### src/rtl/sync_fifo_pkg.sv
// Shared defaults for the synchronous FIFO and its storage array.
package sync_fifo_pkg;

    // Default data word width.
    localparam int DEF_DW = 8;

    // Default depth in words (power of two, at least 2).
    localparam int DEF_W  = 16;

    // Default almost_empty threshold (count <= AE).
    localparam int DEF_AE = 1;

endpackage

### src/rtl/fifo_mem.sv
// Storage array for sync_fifo: synchronous write, combinational read, no reset.
module fifo_mem
    import sync_fifo_pkg::*;
#(
    parameter int dw = DEF_DW,
    parameter int w  = DEF_W,
    localparam int aw = $clog2(w)
) (
    input  logic          clock,
    input  logic          we,
    input  logic [aw-1:0] waddr,
    input  logic [dw-1:0] wdata,
    input  logic [aw-1:0] raddr,
    output logic [dw-1:0] rdata
);

    logic [dw-1:0] mem [w];

    // Write port: one word per clock when enabled.
    always_ff @(posedge clock) begin
        if (we) begin
            mem[waddr] <= wdata;
        end
    end

    // Read port is asynchronous so the head word falls through.
    always_comb begin
        rdata = mem[raddr];
    end

endmodule

### src/rtl/sync_fifo.sv
// First-word-fall-through synchronous FIFO with ready/valid on both sides,
// occupancy count, almost_full/almost_empty watermarks and flush.
module sync_fifo
    import sync_fifo_pkg::*;
#(
    parameter int dw = DEF_DW,
    parameter int w  = DEF_W,
    parameter int AF = w - 2,
    parameter int AE = DEF_AE,
    localparam int aw = $clog2(w)
) (
    input  logic          clock,
    input  logic          reset,
    input  logic          flush,
    input  logic          in_valid,
    output logic          in_ready,
    input  logic [dw-1:0] in_data,
    output logic          out_valid,
    input  logic          out_ready,
    output logic [dw-1:0] out_data,
    output logic [aw:0]   count,
    output logic          almost_full,
    output logic          almost_empty
);

    // Pointers carry one extra wrap bit to tell full from empty.
    localparam int pw = aw + 1;
    localparam logic [pw-1:0] ptr_one = {{aw{1'b0}}, 1'b1};
    localparam logic [pw-1:0] af_lvl  = AF[pw-1:0];
    localparam logic [pw-1:0] ae_lvl  = AE[pw-1:0];

    logic [pw-1:0] wr_ptr;
    logic [pw-1:0] rd_ptr;
    logic          empty;
    logic          full;
    logic          push;
    logic          pop;
    logic          mem_we;
    logic [dw-1:0] rdata;

    // Flags and handshakes depend only on registered pointers, so there is
    // no combinational path from in_valid/out_ready to in_ready/out_valid.
    always_comb begin
        empty        = (wr_ptr == rd_ptr);
        full         = (wr_ptr[aw-1:0] == rd_ptr[aw-1:0]) && (wr_ptr[aw] != rd_ptr[aw]);
        in_ready     = !full;
        out_valid    = !empty;
        push         = in_valid && !full;
        pop          = out_ready && !empty;
        mem_we       = push && !flush && !reset;
        count        = wr_ptr - rd_ptr;
        almost_full  = (count >= af_lvl);
        almost_empty = (count <= ae_lvl);
        out_data     = empty ? '0 : rdata;
    end

    // Pointer update: reset beats flush, flush discards any push/pop this cycle.
    always_ff @(posedge clock) begin
        if (reset || flush) begin
            wr_ptr <= '0;
            rd_ptr <= '0;
        end else begin
            if (push) begin
                wr_ptr <= wr_ptr + ptr_one;
            end
            if (pop) begin
                rd_ptr <= rd_ptr + ptr_one;
            end
        end
    end

    fifo_mem #(
        .dw (dw),
        .w  (w)
    ) u_mem (
        .clock (clock),
        .we    (mem_we),
        .waddr (wr_ptr[aw-1:0]),
        .wdata (in_data),
        .raddr (rd_ptr[aw-1:0]),
        .rdata (rdata)
    );

endmodule

### config.mk
export PLATFORM = sky130hd
export DESIGN_NAME = sync_fifo
export DESIGN_NICKNAME = d
export VERILOG_FILES = /design/src/rtl/sync_fifo_pkg.sv /design/src/rtl/fifo_mem.sv /design/src/rtl/sync_fifo.sv
export SDC_FILE = /design/constraint.sdc
export NUM_CORES = 1
export LEC_CHECK = 0
export CAP_MARGIN = 20
export CORE_ASPECT_RATIO = 0.75
export CORE_MARGIN = 2
export CORE_UTILIZATION = 45
export DETAILED_ROUTE_END_ITERATION = 12
export GPL_TIMING_DRIVEN = 1
export PLACE_DENSITY_LB_ADDON = 0.08
export SLEW_MARGIN = 15
export SYNTH_ARGS = -nofsm -noshare
export SYNTH_HDL_FRONTEND = slang
export SYNTH_SLANG_ARGS = --single-unit
### constraint.sdc
create_clock -name clock -period 5.6 [get_ports clock]
set_input_delay 0.56 -clock clock [delete_from_list [all_inputs] [get_ports clock]]
set_output_delay 0.56 -clock clock [all_outputs]
set_load 0.005 [all_outputs]
==> summary.md <==
| Metric | Value |
|---|---|
| Clk root buf | `clkbuf_16` |
| Worst Skew | `~0.0080 ns` |
| First-pass GRT wire length | `roughly 18000 µm` |
| Worst Path Arrival | `between 3 and 4 ns` |
| Period minus WS final | `~3.6 ns` |
| Crit Path Class | `reg -> out` |
| CTS Buf Count | `17` |
| Core area | `12900 µm²` |
| DR DRC count | `0` |
| H-tree depth | `4` |
| Synthesized area | `5870 µm²` |
| Ys Warns | `0` |
| Final setup fails | `0` |
| P&R area growth vs syn | `17.4%` |
| Run status | `finished clean` |
| R2R setup slack | `~2.6 ns` |
| Buffer count from post-CTS setup fixing | `0` |
| Reg2reg end | `u_mem.mem[15][4]$_DFFE_PP_` |
| Die X | `~140 µm` |
| Hold Path Class | `reg -> reg` |
| RSZ-0062 raised after global routing | `no` |
| Fillers | `between 1000 and 1500` |
| Fin. Hold Viols | `0` |
| Post-detail-place hpwl | `around 7600 µm` |
| Clock slew at reported path FFs | `approximately 0.060 ns` |
| Final Wtd Congestion | `between 0.7 and 0.8` |
| Clk_lat worst skew | `0.41 ns` |
| Rel. slew slack | `36.7%` |
| Placed cells | `roughly 510` |
| Layout cells sized above 1 | `between 10% and 20%` |
| Hold-fix buffers, CTS | `0` |
| Deepest clock path buffer count | `2` |
| Total Neg Setup Slack | `0 ns` |
| FF+latch count, synth | `around 140` |
| Worst hold stages | `2` |
| Drt pass-1 iters | `5` |
| PortBufs | `29` |
| Die Span Y | `just over 100 µm` |
| Required @ worst endpoint | `a little over 5 ns` |
| F_max | `between 200 and 300 MHz` |
| DRT iter0 DRCs | `194` |
| Critical path endpoint category | `output pin` |
| Vias | `between 2000 and 3000` |
| Post-synthesis sequential area ratio | `~70%` |
| Hold_sp | `rd_ptr[4]$_SDFFE_PP0P_` |
| Max-cap violations | `0` |
| Hold Path End | `rd_ptr[4]$_SDFFE_PP0P_` |
| Final period utilization | `a little under two thirds` |
| Lkg Pwr | `approximately 0.0022 µW` |
| WL per Instance | `21.5 µm` |
| Drt total wl | `~12000 µm` |
| Slew Viols, Final | `0` |
| Cell variety after synth | `34` |
| Vias in the first global route | `approximately 3000` |
| Crit path launch type | `flip-flop` |
| Cells after Synth | `between 300 and 400` |
| Mapped Nets | `approximately 340` |
| CTS resizes | `0` |
| Worst vdd ir | `about 0.22 mV` |
| Core Rows | `36` |
| DR vias/cell | `between 5 and 6` |
| Final net count | `~380` |
| Overall Global Routing Usage | `about 18%` |
| Reg2Reg Depth | `5` |
| Synth Area per Inst | `between 15 and 20 µm²` |
| Worst-path maximum fanout | `29` |
| Total gr overflow | `0` |
| Clock sinks | `around 140` |
| # IOs | `30` |
| Ant. Diodes | `0` |
| Non-Filler Instances | `540` |
| Final ANT Viol Nets | `0` |
| Worst reg2reg startpoint | `wr_ptr[2]$_SDFFE_PP0N_` |
| Initial antenna violation count | `0` |
| CTS tree | `built` |
| Least-Margin Pin Slew | `0.945 ns` |
| Largest net degree at the start of global routing | `30` |
| Initial Util | `about 46%` |
| Power per cell area | `between 300 and 400 nW/µm²` |
| Die area | `between 10000 and 15000 µm²` |
-- per-stage QoR --
step                power, µW  hold WS, ns  worst slack, ns  utilization (%)  cell area [µm²]
finish                   2330        0.578             2.03             53.5             6890
global route             2410        0.613             1.89             53.5             6890
CTS                      2350        0.584             2.00             53.5             6890
detailed placement       1250        0.568             2.46             49.0             6310
global placement         1250        0.562             2.47             49.0             6310
floorplan                1210        0.509             3.05                -             5870
-- registers in the layout, summed over array words and instances (netlist names), named ones only --
register	count
rd_ptr	5
u_mem.mem	128
wr_ptr	5
-- critical path, cell delays in order (launching register included) --
cell and delay [ns]:
dfxtp_1 0.40, buf_4 0.47, mux4_1 0.67, mux2_2 0.28, o21ai_1 0.15, a21oi_1 0.11
clkdlybuf4s50_1 0.50
-- cell families after synthesis --
logic type,share of synthesized area [%]
and+or+nand+nor,4.20
xor gates and xnor gates,1.64
AOI/OAI and AO/OA,3.13
muxes,16.2
DFF,70.3
buffers and inverters,2.32
adders and majority gates,2.26
-- how the worst max path moves through the flow --
| stage | slack (ns) | depth (start not counted) | endpoint | start |
|---|---|---|---|---|
| 3_3_place_gp | 2.47 | 6 | out_data[2] | flip-flop |
| 6_report | 2.03 | 6 | out_data[2] | flip-flop |
| 2_1_floorplan | 3.05 | 7 | u_mem.mem[3][0]$_DFFE_PP_ | wr_ptr[0]$_SDFFE_PP0N_ |
| 5_1_grt | 1.89 | 5 | out_data[3] | flip-flop |
| 3_5_place_dp | 2.46 | 6 | out_data[2] | flip-flop |
| 4_1_cts | 2.00 | 6 | out_data[2] | flip-flop |
-- where the power goes --
group	switching, µW	internal [µW]	total (µW)
registers	2.55	1160	1160
logic	38.6	32.6	71.2
clock network	406	690	1100
total	447	1880	2330
-- synthesized netlist by cell type --
cell      number  area [µm²]
edfxtp_1     128        3840
nor2_1        26        97.6
mux4_2        19         428
dfxtp_1       14         280
a21oi_1       13        65.1
mux4_1        13         342
ha_1           9         113
inv_1          9        33.8
mux2i_1        9        90.1
mux2_2         8        90.1
buf_2          6        30.0
xnor2_1        6        52.6
clkbuf_1       5        18.8
nand3_1        5        25.0
nor3_1         5        25.0
o21ai_0        5        25.0
o21ai_1        5        25.0
xor2_1         5        43.8
nand2_1        4        15.0
nand4_1        4        25.0
buf_6          3        33.8
o211ai_1       3        22.5
and3_1         2        12.5
nand2b_1       2        12.5
nor2b_1        2        12.5
o21a_1         2        15.0
a21boi_2       1        11.3
and4_1         1        8.76
buf_12         1        20.0
fa_1           1        20.0
nand2_2        1        6.26
o221a_2        1        11.3
o32ai_1        1        8.76
or2_2          1        6.26
-- cell type report --
class	instances	area [µm²]	share of cell area [%]
clock inverter	14	150	2.18
sequential	142	4120	59.8
clock buffer	18	429	6.23
timing repair buffer	32	313	4.54
multi-input combinational	154	1630	23.6
tap	171	214	3.10
inverter	9	33.8	0.490
-- routing by layer --
metal | share of wire [%] | vias to the layer above | GRT usage, %
met4 | 1.2 | 0 | 5.93
met5 | 0 | - | 0
met2 | 46 | 67 | 27.8
li1 | - | 1353 | -
met1 | 48 | 1462 | 25.9
met3 | 4.5 | 9 | 5.80
-- cell usage in the layout, fill, tap and decap left out, types with 8 or more instances in the layout --
| cell | n |
|---|---|
| edfxtp_1 | 128 |
| clkbuf_16 | 17 |
| mux4_2 | 19 |
| ha_1 | 9 |
| mux2_2 | 8 |
| mux4_1 | 13 |
| a21oi_1 | 13 |
| inv_1 | 9 |
| mux2i_1 | 9 |
| nor2_1 | 26 |
| clkdlybuf4s50_1 | 29 |
| dfxtp_1 | 14 |
Note: power is estimated with default switching activity, not from simulation.
